==> src/rtl/adc_pkg.sv <==
// adc_pkg: shared definitions for the TLC549-class serial ADC front-end.
//   - adc_state_e : acquisition FSM states
//   - ADC_BITS    : sample width
//   - *_DEF       : default timing constants (50 MHz system clock), also used
//                   by the downstream averaging stage
//   - max3        : helper for sizing the shared timing counter
package adc_pkg;

  localparam int ADC_BITS = 8;

  localparam int CLK_DIV_DEF   = 25;    // 1 MHz io_clk from 50 MHz
  localparam int CS_SETUP_DEF  = 70;    // 1.4 us
  localparam int CONV_WAIT_DEF = 1000;  // 20 us conversion gap

  typedef enum logic [2:0] {
    IDLE,
    SETUP,
    SHIFT,
    DONE,
    CONV
  } adc_state_e;

  function automatic int max3(input int a, input int b, input int c);
    int m;
    m = a;
    if (b > m) m = b;
    if (c > m) m = c;
    return m;
  endfunction

endpackage

==> src/rtl/sync2.sv <==
// sync2: two-flop synchronizer for a single asynchronous input bit.
//   clk : destination clock
//   rst : asynchronous active-high reset, both stages clear to 0
//   d   : asynchronous input
//   q   : synchronized output (two clk cycles of latency)
module sync2 (
  input  logic clk,
  input  logic rst,
  input  logic d,
  output logic q
);

  logic meta_q;
  logic sync_q;

  always_ff @(posedge clk or posedge rst) begin
    if (rst) begin
      meta_q <= 1'b0;
      sync_q <= 1'b0;
    end else begin
      meta_q <= d;
      sync_q <= meta_q;
    end
  end

  assign q = sync_q;

endmodule

==> src/rtl/adc_sam.sv <==
// adc_sam: serial front-end for an 8-bit TLC549-class ADC.
// Runs back-to-back frames while en is high: cs_n low, CS_SETUP wait,
// eight io_clk periods (MSB first, sampled on each io_clk rise), a one-cycle
// DONE that publishes the byte, then a CONV_WAIT gap with cs_n high.
//   s_clk      : system clock
//   s_rst      : asynchronous active-high reset
//   en         : level-sensitive enable for free-running acquisition
//   adc_sdo    : ADC serial data, asynchronous to s_clk
//   adc_cs_n   : ADC chip select, active low (registered)
//   adc_io_clk : ADC I/O clock (registered)
//   dout       : last complete sample, held until the next frame completes
//   sam_end    : one-cycle strobe marking a dout update
module adc_sam
  import adc_pkg::*;
#(
  parameter int CLK_DIV   = CLK_DIV_DEF,
  parameter int CS_SETUP  = CS_SETUP_DEF,
  parameter int CONV_WAIT = CONV_WAIT_DEF
) (
  input  logic                s_clk,
  input  logic                s_rst,
  input  logic                en,
  input  logic                adc_sdo,
  output logic                adc_cs_n,
  output logic                adc_io_clk,
  output logic [ADC_BITS-1:0] dout,
  output logic                sam_end
);

  localparam int CNT_W = $clog2(max3(CLK_DIV, CS_SETUP, CONV_WAIT) + 1);
  localparam int BIT_W = $clog2(ADC_BITS);

  localparam logic [CNT_W-1:0] DIV_LAST   = CNT_W'(CLK_DIV - 1);
  localparam logic [CNT_W-1:0] SETUP_LAST = CNT_W'(CS_SETUP - 1);
  localparam logic [CNT_W-1:0] CONV_LAST  = CNT_W'(CONV_WAIT - 1);
  localparam logic [BIT_W-1:0] BIT_LAST   = BIT_W'(ADC_BITS - 1);

  adc_state_e          state_q, state_d;
  logic [CNT_W-1:0]    cnt_q, cnt_d;
  logic [BIT_W-1:0]    bit_cnt_q, bit_cnt_d;
  logic [ADC_BITS-1:0] shift_q, shift_d;
  logic [ADC_BITS-1:0] dout_q, dout_d;
  logic                cs_n_q, cs_n_d;
  logic                io_clk_q, io_clk_d;
  logic                sam_end_q, sam_end_d;
  logic                sdo_s;

  sync2 u_sdo_sync (
    .clk (s_clk),
    .rst (s_rst),
    .d   (adc_sdo),
    .q   (sdo_s)
  );

  always_comb begin
    state_d   = state_q;
    cnt_d     = cnt_q;
    bit_cnt_d = bit_cnt_q;
    shift_d   = shift_q;
    dout_d    = dout_q;
    cs_n_d    = cs_n_q;
    io_clk_d  = io_clk_q;
    sam_end_d = 1'b0;

    case (state_q)
      IDLE: begin
        cs_n_d   = 1'b1;
        io_clk_d = 1'b0;
        cnt_d    = '0;
        if (en) begin
          state_d = SETUP;
          cs_n_d  = 1'b0;
        end
      end

      SETUP: begin
        if (cnt_q == SETUP_LAST) begin
          cnt_d    = '0;
          io_clk_d = 1'b0;
          state_d  = SHIFT;
        end else begin
          cnt_d = cnt_q + CNT_W'(1);
        end
      end

      SHIFT: begin
        if (cnt_q == DIV_LAST) begin
          cnt_d = '0;
          if (!io_clk_q) begin
            // End of low phase: the bit launched on the previous fall has
            // had CLK_DIV cycles to clear the synchronizer.
            io_clk_d = 1'b1;
            shift_d  = {shift_q[ADC_BITS-2:0], sdo_s};
          end else begin
            io_clk_d = 1'b0;
            if (bit_cnt_q == BIT_LAST) begin
              bit_cnt_d = '0;
              cs_n_d    = 1'b1;
              state_d   = DONE;
            end else begin
              bit_cnt_d = bit_cnt_q + BIT_W'(1);
            end
          end
        end else begin
          cnt_d = cnt_q + CNT_W'(1);
        end
      end

      DONE: begin
        dout_d    = shift_q;
        sam_end_d = 1'b1;
        cnt_d     = '0;
        state_d   = CONV;
      end

      CONV: begin
        // en is only looked at when the gap has fully elapsed, so an early
        // re-enable can never shorten the conversion time.
        if (cnt_q == CONV_LAST) begin
          cnt_d = '0;
          if (en) begin
            state_d = SETUP;
            cs_n_d  = 1'b0;
          end else begin
            state_d = IDLE;
          end
        end else begin
          cnt_d = cnt_q + CNT_W'(1);
        end
      end

      default: begin
        state_d  = IDLE;
        cs_n_d   = 1'b1;
        io_clk_d = 1'b0;
        cnt_d    = '0;
      end
    endcase
  end

  always_ff @(posedge s_clk or posedge s_rst) begin
    if (s_rst) begin
      state_q   <= IDLE;
      cnt_q     <= '0;
      bit_cnt_q <= '0;
      shift_q   <= '0;
      dout_q    <= '0;
      cs_n_q    <= 1'b1;
      io_clk_q  <= 1'b0;
      sam_end_q <= 1'b0;
    end else begin
      state_q   <= state_d;
      cnt_q     <= cnt_d;
      bit_cnt_q <= bit_cnt_d;
      shift_q   <= shift_d;
      dout_q    <= dout_d;
      cs_n_q    <= cs_n_d;
      io_clk_q  <= io_clk_d;
      sam_end_q <= sam_end_d;
    end
  end

  assign adc_cs_n   = cs_n_q;
  assign adc_io_clk = io_clk_q;
  assign dout       = dout_q;
  assign sam_end    = sam_end_q;

endmodule
==> config.mk <==
export PLATFORM = sky130hd
export DESIGN_NAME = adc_sam
export DESIGN_NICKNAME = d
export VERILOG_FILES = /design/src/rtl/adc_pkg.sv /design/src/rtl/sync2.sv /design/src/rtl/adc_sam.sv
export SDC_FILE = /design/constraint.sdc
export NUM_CORES = 1
export LEC_CHECK = 0
export ABC_AREA = 1
export ABC_CLOCK_PERIOD_IN_PS = 1400
export CAP_MARGIN = 10
export CORE_MARGIN = 5
export CORE_UTILIZATION = 51
export CTS_CLUSTER_DIAMETER = 150
export DETAILED_ROUTE_END_ITERATION = 8
export GPL_TIMING_DRIVEN = 0
export PLACE_DENSITY = 0.74
export SLEW_MARGIN = 10
export SYNTH_ARGS = -nofsm -noshare
export SYNTH_HDL_FRONTEND = slang
export SYNTH_SLANG_ARGS = --single-unit
==> constraint.sdc <==
create_clock -name s_clk -period 1.4 [get_ports s_clk]
set_input_delay 0.21 -clock s_clk [delete_from_list [all_inputs] [get_ports s_clk]]
set_output_delay 0.21 -clock s_clk [all_outputs]
set_load 0.01 [all_outputs]
==> metrics.md, run 1 <==
| Metric | Value |
|---|---|
| Status | complete, but fails checks |
| Failing checks | setup timing |
| Worst Setup Slack, final | -112 ps |
| IO buf count | 14 |
| Worst setup path class | flip-flop to flip-flop |
| Worst slew pin tran | roughly 750 ps |
| GRT overflow | 0 |
| R2R depth | 10 |
| Worst path required time | around 1700 ps |
| Max-cap violations | 0 |
| Die Ht | approximately 70 um |
| Predominant post-synthesis flop cell | dfrtp_1 |
| Slew Limit Headroom | between 40% and 50% |
| Share of cells above drive strength 1 | approximately two fifths |
| TritonRoute pass-1 iters | 6 |
| Post-synth top cells | nand2_1, dfrtp_1, inv_1 |
| CTS tree | yes |
| Tot Pwr | approximately 1.7 mW |
| GPL Wtd Cong | about 0.87 |
| Final hold slack | slightly below 300 ps |
| Buf/Inv on CP | 2 |
| DRC viols | 0 |
| Setup TNS | -1050 ps |
| Vias in the first global route | around 1,500 |
| Number of I/O pins | 15 |
| Hold Crit Class | input pin to asynchronous set/reset pin |
| Drt total wl | 3.99 mm |
| F_max | around 0.66 GHz |
| DR vias | 1,470 |
| Synth area leaders | dfrtp_1, nand2_1, inv_1, ha_1, o21ai_2 |
| Initial Utilization | between 50 and 60% |
| Avg WL per Cell | between 10 and 15 um |
| Hold_buf cts | 0 |
| Final core utilization | 68.5% |
| Diode count | 0 |
| EDFF count, synth | 0 |
| Pwr dens | approximately 680 nW/um^2 |
| Max stage delay on crit path | ~440 ps |
| Synth Net Count | ~220 |
| Finished Cell Area | around 2500 um^2 |
| Post-synth cell types | 29 |
| Post-Syn Area | approximately 1900 um^2 |
| CP delay by family, top | simple AND/OR/NAND/NOR gates |
| Worst path cell trace | inv_2 -> ha_4 -> nand2_4 -> nor2_4 -> nand3_4 -> nand2_4 -> nand2_8 -> inv_8 -> nand2_4 -> and2_4 |
| Max stage delay cell, worst path | dfrtp_1 |
| Synth warn | 0 |
| Sequential Power Share | between 60 and 70% |
| Vias per Instance | about 5 |
| Largest fanout on the critical path | 5 |
| Chip width | approximately 70 um |
| Lkg Pwr | between 1 and 1.5 nW |
| Fillers | about 280 |
| Most frequent cell after synthesis | nand2_1 |
| Core footprint | around 3600 um^2 |
| Rows | 22 |
| Mapped Cells | around 220 |
| Clock skew | approximately 16 ps |
| GR Layer Usage met3 | roughly 4.6% |
| Tot GR Track Use | between 10% and 20% |
| Share of the synthesized area in the top cell type | between 40% and 50% |
| Final Hold Viols | 0 |
| Met1 Use GR | a little over 20% |
| Maximum vdd drop | 0.655 mV |
| Switching Share | about a quarter |
| Clk Latency, worst-skew pair | around 350 ps |
| FF+latch count, synth | 37 |
| CP arrival | approximately 1800 ps |
| Final Cycle Share | 108% |
| Clock power share | 33.7% |
| TritonCTS buffer count | 5 |
| Yosys top cell by area | dfrtp_1 |
| Pin count of the biggest net entering global routing | 38 |
| Critical path launch point type | flip-flop |
| H-tree Lvls | 2 |
| Detailed Place HPWL | 2.42 mm |
| Worst path depth | 10 |
| Critical Path Sink Type | flip-flop |
| Syn_area_per_cell | between 8 and 9 um^2 |
| Psw | approximately 0.40 mW |
| Clock Sinks | 37 |
| Most Frequent Cell on Critical Path | nand2_4 |
| Fin. max-slew vios | 0 |
| Register area share after synthesis | 50.0% |
| Final Setup Violations | 23 |
| Placed Area | around 2100 um^2 |
| Combinational share of power | around 2.1% |
| Met2 Track Usage GR | between 20 and 30% |
| Internal Power | 1.27 mW |
| Max Root-Sink Buffers | 2 |
| Post-route ant nets | 0 |
| Async set or reset register ratio after synthesis | 100% |
| Root Driver | clkbuf_4 |
| DRT iter0 DRCs | 64 |
| Area grow syn2layout | 32.3% |
| First-pass GRT wire length | ~6.7 mm |
| DIE AREA | slightly below 5000 um^2 |
| RSZ-0062 raised after global routing | yes |
| Nets | approximately 260 |
| Clk slew on worst S/H paths | 130 ps |
| Initial antenna violation count | 0 |
| Layer with the highest usage | met2 |
| Minimum clock period | between 1500 and 2000 ps |
## path summary, 6_finish.rpt
| check | from | endpoint | slack, ps |
|---|---|---|---|
| max | cnt_q[0]$_DFF_PP0_ | cnt_q[7]$_DFF_PP0_ | -110 |
| min | s_rst | shift_q[2]$_DFFE_PP0P_ | 300 |
| max reg2reg | cnt_q[0]$_DFF_PP0_ | cnt_q[7]$_DFF_PP0_ | -110 |
| min reg2reg | u_sdo_sync.meta_q$_DFF_PP0_ | u_sdo_sync.q$_DFF_PP0_ | 370 |
| max in group asynchronous | s_rst | cnt_q[4]$_DFF_PP0_ | 580 |
| min in group s_clk | adc_sdo | u_sdo_sync.meta_q$_DFF_PP0_ | 300 |
## power by group through the flow
stage	registers [mW]	logic, mW	clock network [mW]
2_1_floorplan	1.09	0.0204	0
3_3_place_gp	1.09	0.0352	0
3_5_place_dp	1.09	0.0359	0
4_1_cts	1.07	0.0363	0.574
5_1_grt	1.07	0.0418	0.633
6_report	1.07	0.0358	0.565
## what timing repair did
action,CTS,global route
buffers inserted,9,3
gates cloned,1,1
pin swaps,4,20
endpoints found under the setup margin,40,34
resized for setup,34,50
## cells by family after synthesis
group	count (synthesis)	synth area share, %
AO/OA/AOI/OAI	29	9.78
AND/OR/NAND/NOR	98	24.2
flip-flops	37	50.0
adder cells (fa/ha/maj)	5	3.37
XOR/XNOR	7	3.31
buffers and inverters	39	9.38
## cell type report
cell class              count  area, um^2  area share (%)
plain buffers               3        37.5            1.53
clock buffers               5        37.5            1.53
clock inverters             3        17.5           0.714
inverters                  36         143            5.82
multi-input cells         139         942            38.4
flip-flops and latches     37         933            38.1
well taps                  48        60.1            2.45
repair buffers             27         275            11.2
repair inverters            1        6.26           0.255
## state kept, by name, indices dropped and copies added, names as in the netlist
signal             count
dout                   8
u_sdo_sync.q           1
adc_cs_n               1
cnt_q                 10
adc_io_clk             1
u_sdo_sync.meta_q      1
bit_cnt_q              3
shift_q                8
sam_end                1
state_q                3
## cells in the final DEF (no fill, tap or decap), types with 2 or more instances in the layout
cell type        instances
clkdlybuf4s50_1          3
nor2_4                   6
inv_1                   25
dlygate4sd2_1           11
dfrtp_1                 31
xor2_1                   6
ha_1                     2
o21ai_2                  7
inv_2                   10
nand2_4                  5
buf_4                    6
buf_6                    7
nand3_2                  2
dfrtp_2                  5
clkbuf_4                 5
nor2_2                   7
a21oi_2                  4
o21ai_1                  7
ha_4                     3
nand2_2                 16
nor2_1                   9
clkinv_2                 2
a21oi_1                  5
o21ai_0                  3
nand3_1                  8
nand2_1                 39
## routing by layer
metal / vias up / part of all wire (%)
met5: - / 0
met4: 0 / 1.9
met3: 9 / 3.0
met2: 24 / 51
met1: 702 / 44
li1: 735 / -
## stage by stage
| stage | std cells | setup slack [ps] |
|---|---|---|
| final | 299 | -112 |
| after CTS | 295 | -107 |
| after detailed placement | 277 | -165 |
| after floorplan | 215 | 13.1 |
| after global routing | 299 | -186 |
| after global placement | 277 | -465 |
(Power assumes the default switching activity.)
==> run 2, diff against run 1 <==
--- a/config.mk
+++ b/config.mk
@@ -14,6 +14,7 @@
 export DETAILED_ROUTE_END_ITERATION = 8
 export GPL_TIMING_DRIVEN = 0
 export PLACE_DENSITY = 0.74
+export RECOVER_POWER = 50
 export SLEW_MARGIN = 10
 export SYNTH_ARGS = -nofsm -noshare
 export SYNTH_HDL_FRONTEND = slang
==> metrics.md, run 2 (synthesized netlist as in run 1, its figures left out) <==
| Metric | Value |
|---|---|
| Status | complete, but fails checks |
| Failing checks | setup timing |
| GRT overflow | 0 (unchanged) |
| TritonRoute pass-1 iters | 6 (unchanged) |
| Combinational share of power | 2.1% (about the same) |
| H-tree Lvls | 2 (unchanged) |
| Clock power share | 33.8% (about the same) |
| Final Setup Violations | 23 (unchanged) |
| Met3 WL | 119 um (unchanged) |
| Clk Latency, worst-skew pair | 350 ps (about the same) |
| Initial Utilization | 51.8% (unchanged) |
| Final Cycle Share | 108% (about the same) |
| Vias in the first global route | 1,530 (unchanged) |
| Worst path required time | 1650 ps (about the same) |
| CP arrival | 1760 ps (about the same) |
| Pwr dens | 682 nW/um^2 (about the same) |
| Slew Limit Headroom | 50.0% (about the same) |
| Share of cells above drive strength 1 | 38.2% (unchanged) |
| DR vias | 1,469 (-0.068%) |
| Final Hold Viols | 0 (unchanged) |
| Sequential Power Share | 64.2% (about the same) |
| Critical Path Sink Type | flip-flop |
| Area grow syn2layout | 32.3% (unchanged) |
| Post-route ant nets | 0 (unchanged) |
| Nets | 259 (unchanged) |
| Core footprint | 3580 um^2 (unchanged) |
| Clock Sinks | 37 (unchanged) |
| Clock skew | 15.9 ps (-0.187 ps) |
| GPL Wtd Cong | 0.872 (unchanged) |
| CTS tree | yes |
| IO buf count | 14 (unchanged) |
| Biggest register | cnt_q |
| F_max | 0.661 GHz (about the same) |
| Detailed Place HPWL | 2.42 mm (unchanged) |
| Multi-input gate area | 942 um^2 (unchanged) |
| Largest fanout on the critical path | 5 (unchanged) |
| Hold Crit Class | flip-flop to flip-flop |
| Max-cap violations | 0 (unchanged) |
| Max Root-Sink Buffers | 2 (unchanged) |
| Maximum vdd drop | 0.655 mV (about the same) |
| Pin count of the biggest net entering global routing | 38 (unchanged) |
| DRC viols | 0 (unchanged) |
| Chip width | 70.3 um (unchanged) |
| Avg WL per Cell | 13.4 um (about the same) |
| Worst Setup Slack, final | -112 ps (-0.150 ps) |
| Die Ht | 70.3 um (unchanged) |
| Fillers | 283 (unchanged) |
| Tot GR Track Use | 16.9% (unchanged) |
| TritonCTS buffer count | 5 (unchanged) |
| Minimum clock period | 1510 ps (+0.150 ps) |
| DIE AREA | 4940 um^2 (unchanged) |
| Fin. max-slew vios | 0 (unchanged) |
| Highest metal used | met4 |
| Worst slew pin tran | 750 ps (+0.0669 ps) |
| Commonest non-fill, non-tap cell in the layout | nand2_1 |
| Root Driver | clkbuf_4 |
| Register area | 933 um^2 (unchanged) |
| First-pass GRT wire length | 6.67 mm (unchanged) |
| Drt total wl | 4.00 mm (about the same) |
| Met2 wire length | 2.04 mm (about the same) |
| Hold_buf cts | 0 (unchanged) |
| Final core utilization | 68.5% (unchanged) |
| Setup TNS | -1050 ps (-3.09 ps) |
| Wire length on met1 | 1.75 mm (about the same) |
| Initial antenna violation count | 0 (unchanged) |
| Switching Share | 24.0% (+0.030 points) |
| Diode count | 0 (unchanged) |
| Max reg flops | 10 (unchanged) |
| DRT iter0 DRCs | 64 (unchanged) |
| Psw | 0.402 mW (about the same) |
| Rows | 22 (unchanged) |
| Lkg Pwr | 1.18 nW (about the same) |
| Clk slew on worst S/H paths | 120 ps (about the same) |
| Critical path launch point type | flip-flop |
| Worst setup path class | flip-flop to flip-flop |
| Vias per Instance | 4.91 (about the same) |
| Internal Power | 1.27 mW (about the same) |
| Commonest non-fill, non-tap cells in the layout | nand2_1, dfrtp_1, inv_1, nand2_2, dlygate4sd2_1 |
| RSZ-0062 raised after global routing | yes |
| Number of I/O pins | 15 (unchanged) |
[run 2: changes by cell type in the layout (fill, tap and decap cells not counted), sizes merged]
cell / change
dlygate4sd3: +2
clkdlybuf4s50: -2
[run 2: worst paths after layout]
check                                            start  cells past startpoint  slack, ps                      to
setup / recovery                    cnt_q[0]$_DFF_PP0_                     10       -110      cnt_q[7]$_DFF_PP0_
max in group asynchronous                        s_rst                      2        440      cnt_q[4]$_DFF_PP0_
min in group asynchronous                        s_rst                      2        440  shift_q[2]$_DFFE_PP0P_
hold reg to reg            u_sdo_sync.meta_q$_DFF_PP0_                      0        370  u_sdo_sync.q$_DFF_PP0_
setup reg to reg                    cnt_q[0]$_DFF_PP0_                     10       -110      cnt_q[7]$_DFF_PP0_
hold / removal             u_sdo_sync.meta_q$_DFF_PP0_                      0        370  u_sdo_sync.q$_DFF_PP0_
[run 2: what timing repair did]
action / in CTS / in global routing
cloned: 1 / 1
pin swaps: 4 / 20
endpoints found under the setup margin: 40 / 34
gates resized for setup: 34 / 50
buffers inserted: 9 / 3
endpoints found under the hold margin: 0 / 0
[run 2: metrics by stage]
| step | instance area [um^2] | total power, mW | hold slack (ps) | setup WS (ps) | std cells |
|---|---|---|---|---|---|
| final | 2450 | 1.67 | 369 | -112 | 299 |
| after global routing | 2450 | 1.75 | 385 | -186 | 299 |
| after CTS | 2280 | 1.68 | 297 | -107 | 295 |
| after detailed placement | 2050 | 1.13 | 343 | -165 | 277 |
| after global placement | 2050 | 1.13 | 334 | -465 | 277 |
| after floorplan | 1850 | 1.11 | 241 | 13.1 | 215 |
[run 2: power groups by stage]
stage	Sequential, mW	Clock (mW)	Combinational (mW)
after floorplan	1.09	0	0.0204
after global placement	1.09	0	0.0352
final	1.07	0.565	0.0347
after global routing	1.07	0.633	0.0407
after CTS	1.07	0.574	0.0363
after detailed placement	1.09	0	0.0359
[run 2: final cells by class]
class | instances | area share [%]
Buffer | 3 | 1.53
Multi-Input combinational cell | 139 | 38.4
Clock inverter | 3 | 0.714
Sequential cell | 37 | 38.1
Clock buffer | 5 | 1.53
Timing Repair inverter | 1 | 0.255
Tap cell | 48 | 2.45
Timing Repair Buffer | 27 | 11.2
Inverter | 36 | 5.82
[run 2: worst max-delay path: stages (launching register included)]
cell and delay [ps]:
dfrtp_1 440, inv_2 90, ha_4 140, nand2_4 50
nor2_4 140, nand3_4 110, nand2_4 120, nand2_8 80
inv_8 80, nand2_4 50, and2_4 120
[run 2: routing by layer]
metal,global-route usage (%),vias to the layer above
met4,5.11,0
met2,28.9,25
met1,20.5,699
met5,0,-
li1,-,735
met3,4.60,10
==> run 3, diff against run 2 <==
--- a/config.mk
+++ b/config.mk
@@ -9,11 +9,11 @@
 export ABC_CLOCK_PERIOD_IN_PS = 1400
 export CAP_MARGIN = 10
 export CORE_MARGIN = 5
-export CORE_UTILIZATION = 51
+export CORE_UTILIZATION = 45
 export CTS_CLUSTER_DIAMETER = 150
 export DETAILED_ROUTE_END_ITERATION = 8
 export GPL_TIMING_DRIVEN = 0
-export PLACE_DENSITY = 0.74
+export PLACE_DENSITY = 0.67
 export RECOVER_POWER = 50
 export SLEW_MARGIN = 10
 export SYNTH_ARGS = -nofsm -noshare
==> metrics.md, run 3 (synthesized netlist as in run 1, its figures left out) <==
| Metric | Value |
|---|---|
| Status | complete, but fails checks |
| Failing checks | setup timing |
| Maximum vdd drop | 0.701 mV (+7.1%) |
| Lkg Pwr | 1.20 nW (+1.6%) |
| Clock Sinks | 37 (unchanged) |
| Tot Pwr | 2.04 mW (+22%) |
| Combinational share of power | 1.6% (-0.5 points) |
| Worst setup startpoint | cnt_q[0]$_DFF_PP0_ |
| R2R depth | 9 (-1) |
| F_max | 0.665 GHz (+0.50%) |
| Worst Setup Slack, final | -105 ps (+7.45 ps) |
| Core footprint | 4000 um^2 (+12%) |
| Worst slack, placed | -168 ps (-2.28 ps) |
| Commonest non-fill, non-tap cell in the layout | nand2_1 |
| Switching Share | 20.9% (-3.2 points) |
| R2r endpoint | shift_q[0]$_DFFE_PP0P_ |
| Worst setup path class | flip-flop to flip-flop |
| GPL Wtd Cong | 0.839 (-3.9%) |
| Max Root-Sink Buffers | 2 (unchanged) |
| DRT iter0 DRCs | 77 (+20%) |
| Initial Utilization | 46.4% (-5.5 points) |
| Largest fanout on the critical path | 6 (+1) |
| Placed Area | 2060 um^2 (+0.12%) |
| Multi-input gate area | 798 um^2 (-15%) |
| Share of cells above drive strength 1 | 24.4% (-14 points) |
| RR Startpoint | cnt_q[0]$_DFF_PP0_ |
| RSZ-0062 raised after global routing | yes |
| CTS tree | yes |
| Register area | 927 um^2 (-0.67%) |
| Number of I/O pins | 15 (unchanged) |
| Post-route ant nets | 0 (unchanged) |
| Drt total wl | 3.56 mm (-11%) |
| DIE AREA | 5500 um^2 (+11%) |
| Critical path launch point type | flip-flop |
| Slew Limit Headroom | 49.2% (-0.75 points) |
| Nets | 258 (-0.39%) |
| Worst path required time | 1580 ps (-70 ps) |
| Critical path endpoint | shift_q[0]$_DFFE_PP0P_ |
| Hold Crit Class | flip-flop to flip-flop |
| Max reg flops | 10 (unchanged) |
| Minimum clock period | 1500 ps (-7.45 ps) |
| CP arrival | 1680 ps (-80 ps) |
| Vias in the first global route | 1,357 (-11%) |
| GRT overflow | 0 (unchanged) |
| Detailed Place HPWL | 2.31 mm (-4.4%) |
| Hold Crit Depth | 0 (unchanged) |
| Rows | 23 (+4.5%) |
| Final Hold Viols | 0 (unchanged) |
| Final Cycle Share | 107% (-0.53 points) |
| DRC viols | 0 (unchanged) |
| Clk Latency, worst-skew pair | 290 ps (-60 ps) |
| Pwr dens | 874 nW/um^2 (+28%) |
| Psw | 0.425 mW (+5.7%) |
| IO buf count | 14 (unchanged) |
| Final Setup Violations | 23 (unchanged) |
| First-pass GRT wire length | 6.17 mm (-7.5%) |
| Vias per Instance | 4.71 (-4.2%) |
| Initial antenna violation count | 0 (unchanged) |
| Fin. max-slew vios | 0 (unchanged) |
| Biggest register | cnt_q |
| Max-cap violations | 0 (unchanged) |
| Clk slew on worst S/H paths | 70 ps (-50 ps) |
| Fillers | 358 (+27%) |
| Internal Power | 1.61 mW (+27%) |
| TritonCTS buffer count | 5 (unchanged) |
| Hold_buf cts | 0 (unchanged) |
| Tot GR Track Use | 14.8% (-2.0 points) |
| Clock power share | 45.7% (+12 points) |
| Diode count | 0 (unchanged) |
| Dpl cells | 279 (+0.72%) |
| Commonest non-fill, non-tap cells in the layout | nand2_1, dfrtp_1, inv_1, nor2_1 |
| Avg WL per Cell | 11.9 um (-11%) |
| Area grow syn2layout | 25.7% |
| Critical Path Sink Type | flip-flop |
| Clock skew | 8.19 ps (-7.75 ps) |
| Non-Filler Instances | 300 (+0.33%) |
| DR vias | 1,412 (-3.9%) |
| R2R setup slack | -100 ps (about the same) |
| Root Driver | clkbuf_8 |
| Pin count of the biggest net entering global routing | 38 (unchanged) |
| Finished Cell Area | 2330 um^2 (-4.9%) |
| H-tree Lvls | 2 (unchanged) |
| Die Ht | 74.2 um (+5.5%) |
| Worst slew pin tran | 761 ps (+11.2 ps) |
| Sequential Power Share | 52.6% (-12 points) |
| Chip width | 74.2 um (+5.5%) |
| TritonRoute pass-1 iters | 4 (-2) |
-- run 3: changes by cell type in the layout (fill, tap and decap cells not counted), sizes merged --
cell,previous run,this run
buf,16,15
bufinv,0,1
clkinv,2,1
dlygate4sd2,11,10
dlymetal6s2s,0,1
-- run 3: worst max-delay path, stage by stage (launching register included) --
cell and delay, ps:
dfrtp_1 410, inv_1 70, ha_1 160, nand2_2 70
nor2_4 110, buf_4 130, nand4_4 140, buf_6 190
nor2_2 80, a21oi_2 30
-- run 3: worst min-delay path by stage --
stage | slack, ps | start | to
finish | 350 | u_sdo_sync.meta_q$_DFF_PP0_ | u_sdo_sync.q$_DFF_PP0_
global route | 370 | u_sdo_sync.meta_q$_DFF_PP0_ | u_sdo_sync.q$_DFF_PP0_
CTS | 350 | adc_sdo | u_sdo_sync.meta_q$_DFF_PP0_
detailed placement | 340 | u_sdo_sync.meta_q$_DFF_PP0_ | u_sdo_sync.q$_DFF_PP0_
global placement | 330 | u_sdo_sync.meta_q$_DFF_PP0_ | u_sdo_sync.q$_DFF_PP0_
floorplan | 240 | adc_sdo | u_sdo_sync.meta_q$_DFF_PP0_
-- run 3: through the flow --
step | util [%] | hold slack [ps] | setup TNS, ps
finish | 58.3 | 350 | -1320
global placement | 51.4 | 335 | -19840
floorplan | - | 241 | 0
detailed placement | 51.4 | 338 | -2110
CTS | 56.5 | 347 | -1300
global route | 58.3 | 375 | -4250
-- run 3: per-layer routing --
| metal | track usage [%] | wire length (um) | up-vias |
|---|---|---|---|
| li1 | - | - | 732 |
| met4 | 6.04 | 64 | 0 |
| met3 | 4.05 | 110 | 7 |
| met2 | 23.5 | 1680 | 21 |
| met5 | 0 | 0 | - |
| met1 | 19.2 | 1700 | 652 |
-- run 3: final cells by class --
type	count	share of cell area, %
plain buffers	3	1.61
clock buffers	5	2.95
clock inverters	3	1.99
inverters	36	6.12
multi-input cells	139	34.2
flip-flops and latches	37	39.8
well taps	50	2.68
repair buffers	26	10.4
repair inverters	1	0.268
-- run 3: power groups by stage --
stage	Clock, mW	Combinational (mW)	Sequential [mW]
after floorplan	0	0.0204	1.09
after global placement	0	0.0356	1.09
after detailed placement	0	0.0364	1.09
after CTS	0.963	0.0365	1.07
after global routing	1.01	0.0409	1.07
final	0.932	0.0333	1.07
-- run 3: timing repair --
action,CTS,global route
pin swaps,3,2
gates cloned,2,1
setup buffers,5,5
setup endpoints to repair,37,34
resized for setup,19,12
